[src/rtl/uart_pkg.sv]
// Shared types and constants for the UART receive-side byte assembler.
//   DATA_BITS_DEFAULT : default frame data width
//   rx_asm_state_e    : assembler FSM states (IDLE, SHIFT, WAIT_STOP)
//   rx_entry_t        : one received byte plus its framing-error sideband
package uart_pkg;

    localparam int unsigned DATA_BITS_DEFAULT = 8;

    typedef enum logic [1:0] {
        IDLE      = 2'd0,
        SHIFT     = 2'd1,
        WAIT_STOP = 2'd2
    } rx_asm_state_e;

    // Layout matches the {frame_err, data} word the assembler commits.
    typedef struct packed {
        logic                         frame_err;
        logic [DATA_BITS_DEFAULT-1:0] data;
    } rx_entry_t;

endpackage

[src/rtl/rx_byte_assembler_if.sv]
// Host-side valid/ready byte interface of rx_byte_assembler.
//   data_out           : received byte
//   data_out_frame_err : byte had a bad stop bit
//   data_out_valid     : data_out is valid
//   data_out_ready     : host accepts data_out this cycle
// Modports: master (assembler side), slave (host side).
interface rx_byte_assembler_if
    import uart_pkg::*;
#(
    parameter int unsigned DATA_BITS = DATA_BITS_DEFAULT
);
    logic [DATA_BITS-1:0] data_out;
    logic                 data_out_frame_err;
    logic                 data_out_valid;
    logic                 data_out_ready;

    modport master (
        output data_out,
        output data_out_frame_err,
        output data_out_valid,
        input  data_out_ready
    );

    modport slave (
        input  data_out,
        input  data_out_frame_err,
        input  data_out_valid,
        output data_out_ready
    );
endinterface

[src/rtl/sync_fifo.sv]
// Synchronous first-word fall-through FIFO.
//   clk, rst_n : clock, asynchronous active-low reset (clears storage too)
//   wr_en      : push wr_data; accepted when not full, or when full and
//                rd_en pops in the same cycle
//   wr_data    : entry to push
//   full       : DEPTH entries held
//   rd_en      : pop the head entry (ignored when empty)
//   rd_data    : head entry, valid whenever empty=0
//   empty      : no entries held
module sync_fifo #(
    parameter int unsigned WIDTH = 9,
    parameter int unsigned DEPTH = 4
) (
    input  logic             clk,
    input  logic             rst_n,
    input  logic             wr_en,
    input  logic [WIDTH-1:0] wr_data,
    output logic             full,
    input  logic             rd_en,
    output logic [WIDTH-1:0] rd_data,
    output logic             empty
);
    localparam int unsigned AW = $clog2(DEPTH);
    localparam int unsigned CW = AW + 1;

    logic [WIDTH-1:0] mem [DEPTH];
    logic [AW-1:0]    wr_ptr;
    logic [AW-1:0]    rd_ptr;
    logic [CW-1:0]    count;
    logic             do_push;
    logic             do_pop;

    assign full    = (count == CW'(DEPTH));
    assign empty   = (count == '0);
    assign do_pop  = rd_en && !empty;
    // When full, a same-cycle pop frees the slot the push writes into.
    assign do_push = wr_en && (!full || do_pop);
    assign rd_data = mem[rd_ptr];

    always_ff @(posedge clk or negedge rst_n) begin
        if (!rst_n) begin
            for (int unsigned i = 0; i < DEPTH; i++) begin
                mem[i] <= '0;
            end
            wr_ptr <= '0;
            rd_ptr <= '0;
            count  <= '0;
        end else begin
            if (do_push) begin
                mem[wr_ptr] <= wr_data;
                wr_ptr      <= wr_ptr + 1'b1;
            end
            if (do_pop) begin
                rd_ptr <= rd_ptr + 1'b1;
            end
            case ({do_push, do_pop})
                2'b10:   count <= count + 1'b1;
                2'b01:   count <= count - 1'b1;
                default: count <= count;
            endcase
        end
    end
endmodule

[src/rtl/rx_byte_assembler.sv]
// Receive byte assembler: shifts bit_detector's per-bit pulses LSB-first
// into a byte and hands completed bytes to the host over valid/ready.
// Build option: define RX_FIFO_EN to buffer bytes in a FIFO_DEPTH-entry
// first-word fall-through FIFO instead of a single output register.
// Ports:
//   clk, rst_n   : clock, asynchronous active-low reset
//   active_rx    : frame in data/stop phase
//   bit_ready    : one-cycle pulse, rx_bit holds the sampled data bit
//   rx_bit       : sampled data bit
//   done         : one-cycle pulse at end of stop bit
//   framing_err  : qualifies done, stop bit sampled low
//   host         : data_out / data_out_frame_err / data_out_valid / data_out_ready
//   overrun_err  : sticky, a completed byte was dropped (buffer full)
//   err_clear    : clears overrun_err (a same-cycle overrun wins)
//   busy         : frame assembly in progress
module rx_byte_assembler
    import uart_pkg::*;
#(
    parameter int unsigned DATA_BITS  = DATA_BITS_DEFAULT,
    parameter int unsigned FIFO_DEPTH = 4
) (
    input  logic                clk,
    input  logic                rst_n,
    input  logic                active_rx,
    input  logic                bit_ready,
    input  logic                rx_bit,
    input  logic                done,
    input  logic                framing_err,
    rx_byte_assembler_if.master host,
    output logic                overrun_err,
    input  logic                err_clear,
    output logic                busy
);
    localparam int unsigned CNT_W = $clog2(DATA_BITS + 1);

    if (FIFO_DEPTH < 2 || (FIFO_DEPTH & (FIFO_DEPTH - 1)) != 0) begin : g_fifo_depth_check
        $error("FIFO_DEPTH must be a power of two, at least 2");
    end

    rx_asm_state_e        state;
    logic [DATA_BITS-1:0] shreg;
    logic [CNT_W-1:0]     bit_cnt;
    logic [CNT_W-1:0]     cnt_inc;
    logic                 last_bit;
    logic                 commit;
    logic                 overrun_set;

    assign cnt_inc  = bit_cnt + 1'b1;
    assign last_bit = (cnt_inc == CNT_W'(DATA_BITS));
    assign commit   = (state == WAIT_STOP) && done;
    assign busy     = (state != IDLE);

    // bit_cnt is returned to zero on every exit to IDLE, so the IDLE branch
    // can reuse the same shift/count step for a bit arriving with active_rx.
    always_ff @(posedge clk or negedge rst_n) begin
        if (!rst_n) begin
            state   <= IDLE;
            shreg   <= '0;
            bit_cnt <= '0;
        end else begin
            case (state)
                IDLE: begin
                    if (active_rx) begin
                        state <= SHIFT;
                        if (bit_ready) begin
                            shreg   <= {rx_bit, shreg[DATA_BITS-1:1]};
                            bit_cnt <= cnt_inc;
                            if (last_bit) begin
                                state <= WAIT_STOP;
                            end
                        end
                    end
                end
                SHIFT: begin
                    if (done || !active_rx) begin
                        // Short frame: partial byte is discarded silently.
                        state   <= IDLE;
                        bit_cnt <= '0;
                    end else if (bit_ready) begin
                        shreg   <= {rx_bit, shreg[DATA_BITS-1:1]};
                        bit_cnt <= cnt_inc;
                        if (last_bit) begin
                            state <= WAIT_STOP;
                        end
                    end
                end
                WAIT_STOP: begin
                    // Extra bit_ready pulses are ignored; done commits,
                    // losing active_rx without done aborts.
                    if (done || !active_rx) begin
                        state   <= IDLE;
                        bit_cnt <= '0;
                    end
                end
                default: begin
                    state   <= IDLE;
                    bit_cnt <= '0;
                end
            endcase
        end
    end

`ifdef RX_FIFO_EN
    logic                 pop;
    logic                 fifo_full;
    logic                 fifo_empty;
    logic [DATA_BITS:0]   head;

    assign pop = host.data_out_valid && host.data_out_ready;

    sync_fifo #(
        .WIDTH (DATA_BITS + 1),
        .DEPTH (FIFO_DEPTH)
    ) u_fifo (
        .clk     (clk),
        .rst_n   (rst_n),
        .wr_en   (commit),
        .wr_data ({framing_err, shreg}),
        .full    (fifo_full),
        .rd_en   (pop),
        .rd_data (head),
        .empty   (fifo_empty)
    );

    assign host.data_out           = head[DATA_BITS-1:0];
    assign host.data_out_frame_err = head[DATA_BITS];
    assign host.data_out_valid     = !fifo_empty;
    assign overrun_set             = commit && fifo_full && !pop;
`else
    // The register is free when empty or being accepted this cycle, which
    // lets a commit replace an accepted byte without a bubble.
    always_ff @(posedge clk or negedge rst_n) begin
        if (!rst_n) begin
            host.data_out           <= '0;
            host.data_out_frame_err <= 1'b0;
            host.data_out_valid     <= 1'b0;
        end else if (commit && (!host.data_out_valid || host.data_out_ready)) begin
            host.data_out           <= shreg;
            host.data_out_frame_err <= framing_err;
            host.data_out_valid     <= 1'b1;
        end else if (host.data_out_valid && host.data_out_ready) begin
            host.data_out_valid     <= 1'b0;
        end
    end

    assign overrun_set = commit && host.data_out_valid && !host.data_out_ready;
`endif

    always_ff @(posedge clk or negedge rst_n) begin
        if (!rst_n) begin
            overrun_err <= 1'b0;
        end else if (overrun_set) begin
            overrun_err <= 1'b1;
        end else if (err_clear) begin
            overrun_err <= 1'b0;
        end
    end
endmodule

[src/flat_wrapper.sv]
// flat-port wrapper written by rule: the top's interface ports become plain ports
module rx_byte_assembler_flat import uart_pkg::*;
#(
    parameter int unsigned DATA_BITS  = DATA_BITS_DEFAULT,
    parameter int unsigned FIFO_DEPTH = 4
)
  (clk, rst_n, active_rx, bit_ready, rx_bit, done, framing_err, overrun_err, err_clear, busy, host_data_out, host_data_out_frame_err, host_data_out_valid, host_data_out_ready);
  rx_byte_assembler_if #(.DATA_BITS(DATA_BITS)) host_i ();
  input  logic clk;
  input  logic rst_n;
  input  logic active_rx;
  input  logic bit_ready;
  input  logic rx_bit;
  input  logic done;
  input  logic framing_err;
  output logic overrun_err;
  input  logic err_clear;
  output logic busy;
  output wire logic [$bits(host_i.data_out)-1:0] host_data_out;
  output wire logic [$bits(host_i.data_out_frame_err)-1:0] host_data_out_frame_err;
  output wire logic [$bits(host_i.data_out_valid)-1:0] host_data_out_valid;
  input wire logic [$bits(host_i.data_out_ready)-1:0] host_data_out_ready;
  assign host_data_out = host_i.data_out;
  assign host_data_out_frame_err = host_i.data_out_frame_err;
  assign host_data_out_valid = host_i.data_out_valid;
  assign host_i.data_out_ready = host_data_out_ready;
  rx_byte_assembler #(.DATA_BITS(DATA_BITS), .FIFO_DEPTH(FIFO_DEPTH)) u_core (.clk(clk), .rst_n(rst_n), .active_rx(active_rx), .bit_ready(bit_ready), .rx_bit(rx_bit), .done(done), .framing_err(framing_err), .host(host_i), .overrun_err(overrun_err), .err_clear(err_clear), .busy(busy));
endmodule
[config.mk]
export PLATFORM = sky130hd
export DESIGN_NAME = rx_byte_assembler_flat
export DESIGN_NICKNAME = d
export VERILOG_FILES = /design/src/rtl/uart_pkg.sv /design/src/rtl/rx_byte_assembler_if.sv /design/src/rtl/sync_fifo.sv /design/src/rtl/rx_byte_assembler.sv /design/src/flat_wrapper.sv
export SDC_FILE = /design/constraint.sdc
export NUM_CORES = 1
export LEC_CHECK = 0
export BUFFER_PORTS_ARGS = -buffer_cell sky130_fd_sc_hd__buf_2
export CAP_MARGIN = 20
export CORE_MARGIN = 1.5
export CORE_UTILIZATION = 31
export CTS_BUF_LIST = sky130_fd_sc_hd__clkbuf_2
export DETAILED_ROUTE_END_ITERATION = 16
export PLACE_DENSITY = 0.58
export SLEW_MARGIN = 10
export SYNTH_ARGS = -nofsm -noshare
export SYNTH_HDL_FRONTEND = slang
export SYNTH_SLANG_ARGS = --single-unit
export TNS_END_PERCENT = 50
[constraint.sdc]
create_clock -name clk -period 1.9 [get_ports clk]
set_input_delay 0.19 -clock clk [delete_from_list [all_inputs] [get_ports clk]]
set_output_delay 0.19 -clock clk [all_outputs]
set_load 0.02 [all_outputs]
==> qor.csv <==
metric,value,unit
outcome,"finished, final reports clean",
power.leakage,0.685,nW
hold_depth,2,
netlist_area,0.00121,mm^2
p_int,0.765,mW
hold_slack,0.0333,ns
period_minus_slack,1.62,ns
ys_ff_latch,25,
maxCapViolations,0,
area_growth,13.8,%
cp.arrival,1.43,ns
die_x,65.6,um
tightestPinTransition,0.530,ns
grt_first_pass_wirelength,3310,um
clk_path_buf_depth,2,
power_density,780,mW/mm^2
row_count,22,
grt_start_max_net_pins,26,
setup_violations,0,
layout_commonest_cell,dfrtp_1,
drc,0,
critPathRequiredTime,1.71,ns
synth_edf_count,0,
avgSynthCellArea,13.3,um^2
clock_sinks,25,
synth_ff_type,dfrtp_1,
finalMaxSlewViolations,0,
num-fill-cells,365,
die_area,0.00430,mm^2
fin_util,37.2,%
fin_crit_sh,85.5,%
swShare,29.0,%
vdd_ir_drop_max,0.197,mV
reg2reg_depth,3,
crit_path_start_kind,flop,
track_usage,10.1,%
cts_tree,built,
power.total,1.08,mW
p_seq_share,64.0,%
synthesis.nets,101,
io_pins,21,
layout_common_cells,"dfrtp_1, buf_2, mux2_4, nand2_1, mux2_2",
drive_above_1_share,42.1,%
wl_per_cell,12.2,um
rsz0062_at_grt,no,
vias_per_cell,4.72,
p_clk_share,20.1,%
ys_seq_area_share,51.5,%
drtPass1Iterations,4,
numCtsBuffers,3,
dp_hpwl,1420,um
antenna_found_initial,0,
yosys_warnings,0,
root_buffer,clkbuf_2,
setup-tns-final,0,ns
syn_inst,91,
post-cts-setup-buffers,0,
async_flop_share,100,%
p_sw,0.312,mW
nets,125,
hold_violations,0,
portBuffers,20,
setup.worst_path.end_class,output pin,
crit_type,reg -> out,
cts.htree.levels,1,
insertion_delay,0.36,ns
grt_pass1_vias,741,
initialDrtViolationCount,29,
fin_skew,0.00177,ns
core_area,0.00372,mm^2
gr-total-overflow,0,
place_congestion,0.759,
crit_path_max_fanout,9,
synth_cell_types,31,
die_y,65.6,um
start_util,32.7,%
antenna-diode-count,0,
fmax,616,MHz
vias,764,
cts.clk_slew.worst_paths,0.24,ns
min_path_type,in -> reg,
max_slew_margin,64.7,%
drt-total-wl,1970,um
combinationalPowerShare,15.9,%
ant_nets,0,
-- worst max-delay path: stages (launching register included) --
cell and delay (ns):
dfrtp_1 0.54, or2_2 0.37, buf_2 0.17
-- area by class of cell --
| type | instances | area [um^2] | area share [%] |
|---|---|---|---|
| Clock buffer | 3 | 15.0 | 1.09 |
| Multi-Input combinational cell | 61 | 546 | 39.5 |
| Sequential cell | 25 | 626 | 45.3 |
| Tap cell | 48 | 60.1 | 4.35 |
| Inverter | 2 | 7.51 | 0.543 |
| Timing Repair Buffer | 22 | 120 | 8.70 |
| Clock inverter | 1 | 7.51 | 0.543 |
-- state kept, by name, summed over array words and instances (netlist names) --
register                        count
u_core.host.data_out_valid          1
u_core.shreg                        8
u_core.bit_cnt                      4
u_core.host.data_out                8
u_core.host.data_out_frame_err      1
u_core.state                        2
u_core.overrun_err                  1
-- logic make-up (layout without fill, tap and decap cells) --
group	Yosys count	after routing	share of synthesized area (%)
AOI/OAI and AO/OA	15	15	8.76
xor gates and xnor gates	2	2	1.44
adders and majority gates	1	1	1.03
buffers and inverters	5	28	3.51
DFF	25	25	51.5
muxes	19	19	20.2
and+or+nand+nor	24	24	13.5
-- synthesized netlist by cell type (2+ instances only) --
cell type	instances	share of area, %
nand3_1	2	0.82
mux2_4	9	11
xor2_1	2	1.4
mux2_2	8	7.4
nand2b_1	2	1.0
nor2_1	3	0.93
o21ai_0	5	2.1
a2111oi_0	2	1.4
mux2i_1	2	1.6
dfrtp_1	25	52
buf_4	2	1.2
nand2_1	8	2.5
nor3b_1	2	1.2
inv_1	2	0.62
-- stage by stage --
step	worst slack, ns	instances	instance area [um^2]
after CTS	0.254	162	1380
after global routing	0.204	162	1380
after global placement	0.434	156	1340
final	0.276	162	1380
after floorplan	0.553	91	1210
after detailed placement	0.401	156	1340
-- per-layer routing --
metal  wire length [um]  global-route usage (%)  vias up
met2                944                    16.1       19
met4                 32                    6.25        0
met5                  0                       0        -
met1                922                    12.9      372
li1                   -                       -      370
met3                 71                    1.37        3
-- power groups by stage --
| stage | sequential, mW | clock [mW] | combinational (mW) |
|---|---|---|---|
| after floorplan | 0.672 | 0 | 0.136 |
| after global placement | 0.696 | 0 | 0.163 |
| after detailed placement | 0.702 | 0 | 0.169 |
| after CTS | 0.690 | 0.229 | 0.174 |
| after global routing | 0.703 | 0.248 | 0.199 |
| final | 0.689 | 0.217 | 0.171 |
-- what timing repair did --
| action | in CTS | in global routing |
|---|---|---|
| resized for setup | 0 | 0 |
| hold buffers | 2 | 0 |
| endpoints found under the hold margin | 26 | 0 |
-- path summary, 6_finish.rpt --
path                       slack [ns]                        endpoint                           start
max in group asynchronous        1.26                 u_core.shreg[6]                           rst_n
setup / recovery                 0.28                            busy                 u_core.state[1]
setup reg to reg                 0.38         u_core.host.data_out[5]                 u_core.state[0]
hold reg to reg                  0.54  u_core.host.data_out_frame_err  u_core.host.data_out_frame_err
min in group asynchronous        0.29               u_core.bit_cnt[2]                           rst_n
hold / removal                   0.03                 u_core.shreg[7]                          rx_bit
Note: power is estimated with default switching activity, not from simulation.
